--- config.mk ---
export PLATFORM = sky130hd
export DESIGN_NAME = result_bcd_converter
export DESIGN_NICKNAME = d
export VERILOG_FILES = /design/src/rtl/result_bcd_converter_pkg.sv /design/src/rtl/result_bcd_converter_bcd_digit_adjust.sv /design/src/rtl/result_bcd_converter.sv
export SDC_FILE = /design/constraint.sdc
export NUM_CORES = 1
export LEC_CHECK = 0
export ABC_AREA = 1
export CORE_MARGIN = 5
export CORE_UTILIZATION = 40
export CTS_CLUSTER_SIZE = 12
export DETAILED_ROUTE_END_ITERATION = 16
export PLACE_DENSITY = 0.63
export SYNTH_ARGS = -nofsm -noshare
export SYNTH_HDL_FRONTEND = slang
export SYNTH_HIERARCHICAL = 1
export SYNTH_SLANG_ARGS = --single-unit
--- constraint.sdc ---
create_clock -name clk -period 1.65 [get_ports clk]
set_clock_uncertainty 0.15 [all_clocks]
set_input_delay 0.4125 -clock clk [delete_from_list [all_inputs] [get_ports clk]]
set_output_delay 0.4125 -clock clk [all_outputs]
set_load 0.01 [all_outputs]
--- src/rtl/result_bcd_converter_pkg.sv ---
// Shared types and constants for the binary-to-BCD result converter.
package result_bcd_converter_pkg;

    localparam int unsigned BCD_DIGIT_W = 4;

    typedef enum logic [1:0] {
        S_IDLE  = 2'd0,
        S_SHIFT = 2'd1,
        S_DONE  = 2'd2
    } state_e;

    // Smallest digit count whose decimal range covers every WIDTH-bit value.
    function automatic int unsigned min_bcd_digits(input int unsigned width);
        longint unsigned max_val;
        longint unsigned pow10;
        int unsigned     digits;
        max_val = (longint'(1) << width) - 1;
        pow10   = 10;
        digits  = 1;
        while (pow10 <= max_val) begin
            pow10  = pow10 * 10;
            digits = digits + 1;
        end
        return digits;
    endfunction

endpackage

--- src/rtl/result_bcd_converter_bcd_digit_adjust.sv ---
// Double-dabble digit correction: add 3 to any BCD digit of 5 or more before the shift.
module result_bcd_converter_bcd_digit_adjust
    import result_bcd_converter_pkg::*;
(
    input  logic [BCD_DIGIT_W-1:0] digit_i,
    output logic [BCD_DIGIT_W-1:0] digit_c
);

    // Conditional +3 so the following left shift carries correctly into the next digit.
    always_comb begin
        digit_c = digit_i;
        if (digit_i >= BCD_DIGIT_W'(5)) begin
            digit_c = digit_i + BCD_DIGIT_W'(3);
        end
    end

endmodule

--- src/rtl/result_bcd_converter.sv ---
// Multi-cycle binary to packed-BCD converter, one bit per clock (shift-and-add-3).
module result_bcd_converter
    import result_bcd_converter_pkg::*;
#(
    parameter int unsigned WIDTH  = 8,
    parameter int unsigned DIGITS = min_bcd_digits(WIDTH),
    parameter bit          AUTO   = 1'b0
) (
    input  logic                          clk,
    input  logic                          resetn,
    input  logic                          start,
    input  logic [WIDTH-1:0]              data_in,
    output logic                          busy,
    output logic                          done,
    output logic [BCD_DIGIT_W*DIGITS-1:0] bcd_out,
    output logic                          valid
);

    localparam int unsigned SCR_W = BCD_DIGIT_W * DIGITS;
    localparam int unsigned CNT_W = $clog2(WIDTH + 1);

    state_e             state_q, state_d;
    logic [WIDTH-1:0]   shift_q, shift_d;
    logic [SCR_W-1:0]   scratch_q, scratch_d;
    logic [CNT_W-1:0]   count_q, count_d;
    logic [WIDTH-1:0]   last_value_q, last_value_d;
    logic [SCR_W-1:0]   bcd_q, bcd_d;
    logic               busy_q, busy_d;
    logic               done_q, done_d;
    logic               valid_q, valid_d;

    logic [SCR_W-1:0]   scratch_adj_c;
    logic               start_cond_c;

    // Per-digit +3 correction applied to the current scratch before each shift.
    for (genvar i = 0; i < DIGITS; i++) begin : g_adj
        result_bcd_converter_bcd_digit_adjust u_bcd_digit_adjust (
            .digit_i (scratch_q[i*BCD_DIGIT_W +: BCD_DIGIT_W]),
            .digit_c (scratch_adj_c[i*BCD_DIGIT_W +: BCD_DIGIT_W])
        );
    end

    // Explicit request, or in auto mode any change from the last converted value.
    assign start_cond_c = start | (AUTO & (data_in != last_value_q));

    // Next-state and datapath: capture, shift WIDTH times, then publish the result.
    always_comb begin
        state_d      = state_q;
        shift_d      = shift_q;
        scratch_d    = scratch_q;
        count_d      = count_q;
        last_value_d = last_value_q;
        bcd_d        = bcd_q;
        done_d       = 1'b0;
        valid_d      = valid_q;

        case (state_q)
            S_IDLE: begin
                if (start_cond_c) begin
                    shift_d      = data_in;
                    last_value_d = data_in;
                    scratch_d    = '0;
                    count_d      = CNT_W'(WIDTH);
                    state_d      = S_SHIFT;
                end
            end
            S_SHIFT: begin
                {scratch_d, shift_d} = {scratch_adj_c[SCR_W-2:0], shift_q, 1'b0};
                count_d              = count_q - CNT_W'(1);
                if (count_q == CNT_W'(1)) begin
                    state_d = S_DONE;
                end
            end
            S_DONE: begin
                bcd_d   = scratch_q;
                done_d  = 1'b1;
                valid_d = 1'b1;
                state_d = S_IDLE;
            end
            default: begin
                state_d = S_IDLE;
            end
        endcase

        busy_d = (state_d == S_SHIFT) || (state_d == S_DONE);
    end

    // State and output registers with synchronous active-low reset.
    always_ff @(posedge clk) begin
        if (!resetn) begin
            state_q      <= S_IDLE;
            shift_q      <= '0;
            scratch_q    <= '0;
            count_q      <= '0;
            last_value_q <= '0;
            bcd_q        <= '0;
            busy_q       <= 1'b0;
            done_q       <= 1'b0;
            valid_q      <= 1'b0;
        end else begin
            state_q      <= state_d;
            shift_q      <= shift_d;
            scratch_q    <= scratch_d;
            count_q      <= count_d;
            last_value_q <= last_value_d;
            bcd_q        <= bcd_d;
            busy_q       <= busy_d;
            done_q       <= done_d;
            valid_q      <= valid_d;
        end
    end

    assign busy    = busy_q;
    assign done    = done_q;
    assign bcd_out = bcd_q;
    assign valid   = valid_q;

endmodule
Word level (Yosys, flattened, before mapping)
Index checks and enable logic that the tools add are counted.
- bits in registers: 41
- input port bits: 11
- output and inout bits: 15
- word-level logic and storage cells: 38
- add/subtract/negate cells: 4
- $lt $le $gt $ge: 3
- equality and inequality tests: 6
- mux-type cells: 13
- reduce and logical (&&, ||, !) cells: 4
- operator list (kind ; number):
    $pmux W12 S2 ; 1
    $pmux W8 S2 ; 1
    $ge A4 B3 Y1 const B ; 3
    $mux W12 ; 1
    $mux W4 ; 3
    $add A4 B2 Y4 const B ; 2
    $mux W8 ; 1
    $pmux W4 S2 ; 1
    $eq A2 B1 Y1 const B ; 2
    $eq A2 B2 Y1 const B ; 2
    $eq A4 B1 Y1 const B ; 1
    $mux W2 ; 2
    $pmux W2 S2 ; 1
    $sub A4 B1 Y4 const B ; 1
    $add A3 B2 Y3 const B ; 1
    $mux W3 ; 1
    $logic_not A2 Y1 ; 1
    $ne A2 B2 Y1 const B ; 1
    $reduce_and A2 Y1 ; 1
    $reduce_bool A2 Y1 ; 1
    $logic_or A1 B1 Y1 ; 1
    $mux W1 ; 1

Logic depth before layout (Yosys ltp)
Gate-level depths: netlist of the first run.
- depth after elaboration: 5
- gate-level depth with buffers: 9
- mapped depth without buffers: 9

Hierarchy
Netlist of the first run, hierarchy kept.
- modules (own cells, without submodules) (module ; times used ; cells each ; area an instance (um^2) ; sequential area each (um^2)):
    result_bcd_converter ; 1 ; 211 ; 1639.1 ; 820.8
    result_bcd_converter_bcd_digit_adjust ; 3 ; 23 ; 135.1 ; 0.0

Least setup slack after synthesis of the first run
OpenSTA, ideal clock, no wires.
- path kind: reg-to-reg
- from: register scratch_q[8]
- to: register scratch_q[10]
- setup time: 122 ps
- arrival: 1127 ps
- data required time: 1378 ps
- path slack: 251 ps
- cell stages (with the launch flop): 9
- buffers on the path: 0
- period minus slack after synthesis: 1399 ps
- cell sequence: dfxtp_1 inv_1 ha_1 nor2_4 nor2_4 nand2_1 o21ai_2 nand2_1 a21oi_2
- longest elaborated chain between the ends: 3
- elaborated cells on any way between the ends: 4
- those cells by class: add/sub (1); order compare (1); mux (2)
- ends and longest elaborated chain (item ; line ; source):
    from (decl) ; result_bcd_converter.sv:24 ; logic [SCR_W-1:0] scratch_q, scratch_d;
    from (signal assigned) ; result_bcd_converter.sv:103 ; scratch_q <= scratch_d;
    $ge A4 B3 Y1 / $add A3 B2 Y3 (equally long branches) ; result_bcd_converter_bcd_digit_adjust.sv:12, result_bcd_converter_bcd_digit_adjust.sv:13 ;
    $mux W3 (*) ; result_bcd_converter_bcd_digit_adjust.sv:12 ; if (digit_i >= BCD_DIGIT_W'(5)) begin
    net scratch_adj_c[9] ; result_bcd_converter.sv:32 ; logic [SCR_W-1:0] scratch_adj_c;
    $pmux W12 S2 (*) ; result_bcd_converter.sv:57 ; case (state_q)
Mark *: on every way through the listed nets, which the timed path passes. The rest lies on a longest branch.
A chain may end at the register's enable or synchronous reset.

Final worst setup path of the first run
- from: register bcd_q[1], in the netlist bcd_out[1]
- to: output bcd_out[1]
- RTL lines (item ; line ; source):
    from (decl) ; result_bcd_converter.sv:27 ; logic [SCR_W-1:0] bcd_q, bcd_d;
    from (signal assigned) ; result_bcd_converter.sv:96 ; bcd_q <= '0;
    from (signal assigned) ; result_bcd_converter.sv:106 ; bcd_q <= bcd_d;
    to (decl) ; result_bcd_converter.sv:15 ; output logic [BCD_DIGIT_W*DIGITS-1:0] bcd_out,
No word-level cell between the ends.

==> qor.txt, run 1 <==
CP Data Required Time: 1.09 ns
cell area after placement: 2425 um^2
R2R setup slack: 0.19 ns
critical path class: register to output port
Critical path buffers and inverters: 1
die width: 81.03 um
crit-path cells: dlygate4sd2_1
GRT Util Overall: 14.57%
largest net degree at the start of global routing: 19
Max FO, Critical Path: 2
Worst slew margin: 69.98%
core area: 4817 um^2
RSZ-0062 raised after global routing: false
Ant. Diodes: 0
post-CTS sizing: 15
Largest delay share family, worst path: flip-flops
Final min period: 1.471 ns
setup_tns: 0 ns
Hold Path Sink: valid
post-synth net total: 294
vias per cell: 4.658
H-tree lvl count: 2
PD cells: 844.6 nW/um^2
synthesized instance count: 275
slowest CP cell: dfxtp_1
Peak Freq: 0.6800 GHz
ANT nets after route: 0
Pins Over Slew Limit: 0
placed insts: 372
fin area: 2521 um^2
CP max stage delay: 0.33 ns
Mapped Avg Cell Area: 7.339 um^2
port bufs: 25
commonest non-fill, non-tap cell in the layout: nand2_1
maximum VDD drop: 480.6 uV
initial drt markers: 92
Starting Density: 41.90%
Hold Path Depth: 2
Worst-Margin Slew: 0.4486 ns
first-pass GRT wire length: 7458 um
Max clock buf depth: 2
number of global-route vias before repair: 1629
startpoint types: register
Hold Crit Class: register to register
Synthesis Warnings: 6
final wirelength: 4402 um
nets: 331
R2R depth: 7
Setup Viol. Count Final: 0
DP Wirelength: 3239 um
Post-CTS Repair Setup Buffers: 0
Worst-path clk slew: 0.08 ns
die area: 6566 um^2
critical path depth in cells: 1
Final period util: 89.13%
RD Place Congestion: 0.8385
Post-Syn Area: 2018 um^2
CP endpoint kind: output port
Hold Buf Count CTS: 0
Hold Vio Cnt, Final: 0
row count: 25
clk_lat worst skew: 0.30 ns
hold_sp: valid
status: complete, no violations
average wire per standard cell: 11.58 um
Setup WS pre-CTS: -0.04122 ns
vias: 1770
worst reg2reg path startpoint: scratch_q[4]
layout cell share with drive strength beyond 1: 19.49%
RR Endpoint: scratch_q[6]
CTS tree: yes
total CTS buffers: 5
CTS Root Cell: clkbuf_8
P_leak: 1.127 nW
Sink Count: 41
final worst slack: 0.1794 ns
# DRC: 0
Layout Cells excl Fill: 380
commonest cells after routing, fill and taps aside: 60 x nand2_1, 50 x nor2_1, 41 x dfxtp_1
grt total ovfl: 0
first drt pass iteration count: 4
initial antenna violation count: 0
die height: 81.03 um
number of max-cap violations: 0
I/O pin count: 26
area grow syn2layout: 24.92%
Critical Path AT: 0.91 ns
[where the power goes]
part	switching, mW	internal, mW
Clock	0.383	0.453
Sequential	0.0257	1.03
Combinational	0.139	0.103
[sequential cells by signal, summed over array words and instances (netlist names)]
signal     cells
valid          1
state_q        2
count_q        4
bcd_out       12
busy           1
done           1
scratch_q     12
shift_q        8
[per-layer routing]
metal | GRT usage, % | wire length (um) | vias to the layer above
met5 | 0 | 0 | -
met2 | 22.99 | 2024 | 20
met4 | 5.068 | 66 | 0
met1 | 19.68 | 2187 | 807
met3 | 2.993 | 124 | 5
li1 | - | - | 938
[metrics by stage]
| step | power [mW] | hold slack, ns | utilization [%] |
|---|---|---|---|
| floorplan | 1.227 | 0.2905 | - |
| global placement | 1.322 | 0.2973 | 50.34 |
| detailed placement | 1.324 | 0.3087 | 50.34 |
| CTS | 2.164 | 0.3219 | 52.34 |
| global route | 2.231 | 0.3497 | 52.34 |
| finish | 2.129 | 0.3136 | 52.34 |
[layout make-up]
class | instances | area, um^2
Tap cell | 67 | 83.83
Timing Repair Buffer | 39 | 361.6
Inverter | 25 | 98.84
Clock inverter | 3 | 46.29
Sequential cell | 41 | 820.8
Clock buffer | 5 | 68.82
Fill cell | 500 | 2296
Multi-Input combinational cell | 200 | 1041
[worst max-delay path by stage]
stage,start,end
floorplan,scratch_q[4],scratch_q[8]
global placement,start,shift_q[5]
detailed placement,start,shift_q[5]
CTS,bcd_out[1],bcd_out[1]
global route,scratch_q[9],scratch_q[10]
finish,bcd_out[1],bcd_out[1]
No activity file was read; power rests on OpenSTA's default activity.
==> inputs of run 2 (changes only) <==
--- a/config.mk
+++ b/config.mk
@@ -11,6 +11,7 @@
 export CTS_CLUSTER_SIZE = 12
 export DETAILED_ROUTE_END_ITERATION = 16
 export PLACE_DENSITY = 0.63
+export SKIP_CTS_REPAIR_TIMING = 1
 export SYNTH_ARGS = -nofsm -noshare
 export SYNTH_HDL_FRONTEND = slang
 export SYNTH_HIERARCHICAL = 1
==> run 2 against run 1 <==
Against the previous run:
- combinational power about the same
- sequential cell count unchanged
- cell area increased by 2.2%
- largest power group unchanged
- sequential share of layout area is 0.71 points lower
- first-iteration DRC count fell by 2.2%
- die area stayed put
- register-to-register slack hardly changed
- clock-buffer cell count stayed put
- routed wire length up 0.64%
==> qor.txt, run 2 (same netlist as run 1, synthesis figures left out) <==
commonest non-fill, non-tap cell in the layout: nand2_1
average wire per standard cell: 11.66 um (+0.64%)
R2R setup slack: 0.19 ns (about the same)
switch share: 25.72% (about the same)
initial drt markers: 90 (-2.2%)
Layout Cells excl Fill: 380 (unchanged)
CP Data Required Time: 1.74 ns (+0.65 ns)
die width: 81.03 um (unchanged)
Pins Over Slew Limit: 0 (unchanged)
die height: 81.03 um (unchanged)
ANT nets after route: 0 (unchanged)
placed insts: 372 (unchanged)
Critical path buffers and inverters: 1 (unchanged)
grt total ovfl: 0 (unchanged)
final wirelength: 4430 um (+0.64%)
critical path class: register to register
area grow syn2layout: 27.71%
# DRC: 0 (unchanged)
crit-path cells: inv_1 > ha_1 > nor2_4 > nor2_4 > o21ai_2 > nand2_1 > a21oi_1
sequential power share: 49.2% (about the same)
CTS Root Cell: clkbuf_8
Setup Viol. Count Final: 0 (unchanged)
vias per cell: 4.695 (+0.79%)
Ant. Diodes: 0 (unchanged)
initial antenna violation count: 0 (unchanged)
Comb power frac: 11.5% (about the same)
Final Util: 53.51% (+1.2 points)
Hold Vio Cnt, Final: 0 (unchanged)
Power Internal: 1.585 mW (+0.21%)
layout cell share with drive strength beyond 1: 19.49% (unchanged)
clk_lat worst skew: 0.30 ns (about the same)
Pwr Total: 2.134 mW (+0.20%)
startpoint types: register
Starting Density: 41.90% (unchanged)
power share of the clock group: 39.3% (about the same)
CP most frequent cell: nor2_4
slowest CP cell: dfxtp_1
nets: 331 (unchanged)
maximum VDD drop: 479.6 uV (-0.20%)
DP Wirelength: 3239 um (unchanged)
CP endpoint kind: register
first drt pass iteration count: 4 (unchanged)
CP max stage delay: 0.39 ns (+0.06 ns)
status: complete, no violations
PD cells: 827.8 nW/um^2 (-2.0%)
vias: 1784 (+0.79%)
Max FO, Critical Path: 4 (+2)
Worst-Margin Slew: 0.4422 ns (-0.006424 ns)
number of global-route vias before repair: 1629 (unchanged)
switching pwr: 0.5487 mW (+0.16%)
die area: 6566 um^2 (unchanged)
first-pass GRT wire length: 7458 um (unchanged)
Worst slew margin: 70.49% (+0.51 points)
Largest delay share family, worst path: flip-flops
Hold Crit Class: register to register
P_leak: 1.330 nW (+18%)
CTS tree: yes
Worst-path clk slew: 0.09 ns (about the same)
Sink Count: 41 (unchanged)
GRT Util Overall: 14.57% (unchanged)
H-tree lvl count: 2 (unchanged)
number of max-cap violations: 0 (unchanged)
RD Place Congestion: 0.8385 (unchanged)
Peak Freq: 0.6830 GHz (+0.45%)
I/O pin count: 26 (unchanged)
total CTS buffers: 5 (unchanged)
largest net degree at the start of global routing: 19 (unchanged)
Final min period: 1.464 ns (-0.006617 ns)
core area: 4817 um^2 (unchanged)
Max clock buf depth: 2 (unchanged)
RSZ-0062 raised after global routing: false
Final period util: 88.73% (-0.40 points)
port bufs: 25 (unchanged)
row count: 25 (unchanged)
commonest cells after routing, fill and taps aside: 60 x nand2_1, 50 x nor2_1, 41 x dfxtp_1
Min Hold Slack: 0.3194 ns (+0.005741 ns)
Critical Path AT: 1.56 ns (+0.65 ns)
-- run 2: cell types whose count changed in the layout (fill, tap and decap cells not counted) --
cell            change
dlygate4sd2_1      -15
dlymetal6s2s_1     +15
-- run 2: metrics by stage --
stage	instance area [um^2]	setup TNS [ns]	setup WS, ns
finish	2577	0	0.1860
global placement	2425	-0.008119	-0.008119
global route	2577	0	0.04729
CTS	2540	-1.428	-0.1111
detailed placement	2425	-0.1227	-0.04122
floorplan	2018	0	0.2861
-- run 2: worst paths after layout --
path / from / endpoint / depth (start not counted)
worst max-delay path: scratch_q[4] / scratch_q[6] / 7
worst min-delay path: valid / valid / 2
worst max register to register: scratch_q[4] / scratch_q[6] / 7
worst min register to register: valid / valid / 2
-- run 2: power by group through the flow --
stage               logic, mW  registers [mW]  clock network, mW
global placement        0.248            1.07                  0
floorplan               0.155            1.07                  0
finish                  0.245            1.05              0.838
detailed placement      0.250            1.07                  0
global route            0.276            1.06              0.902
CTS                     0.251            1.05              0.867
-- run 2: area by class of cell --
class                   instances  area, um^2
fillers                       487        2240
multi-input cells             200        1041
flip-flops and latches         41       820.8
repair buffers                 39       417.9
inverters                      25       98.84
well taps                      67       83.83
clock buffers                   5       68.82
clock inverters                 3       46.29
-- run 2: tightest hold or removal path: stages, from the launching register on --
cell	delay (ns)
dfxtp_1	0.33
nor2_1	0.04
nor2_1	0.06
-- run 2: metal layers --
metal | track usage (%) | routed length, um
met4 | 5.068 | 66
met5 | 0 | 0
met2 | 22.99 | 2053
met3 | 2.993 | 128
met1 | 19.68 | 2181
==> inputs of run 3 (changes only) <==
--- a/config.mk
+++ b/config.mk
@@ -10,8 +10,10 @@
 export CORE_UTILIZATION = 40
 export CTS_CLUSTER_SIZE = 12
 export DETAILED_ROUTE_END_ITERATION = 16
+export GPL_ROUTABILITY_DRIVEN = 0
 export PLACE_DENSITY = 0.63
 export SKIP_CTS_REPAIR_TIMING = 1
+export SLEW_MARGIN = 20
 export SYNTH_ARGS = -nofsm -noshare
 export SYNTH_HDL_FRONTEND = slang
 export SYNTH_HIERARCHICAL = 1
==> results of run 3 <==
Final layout, timing and power as in run 2 (identical DEF).
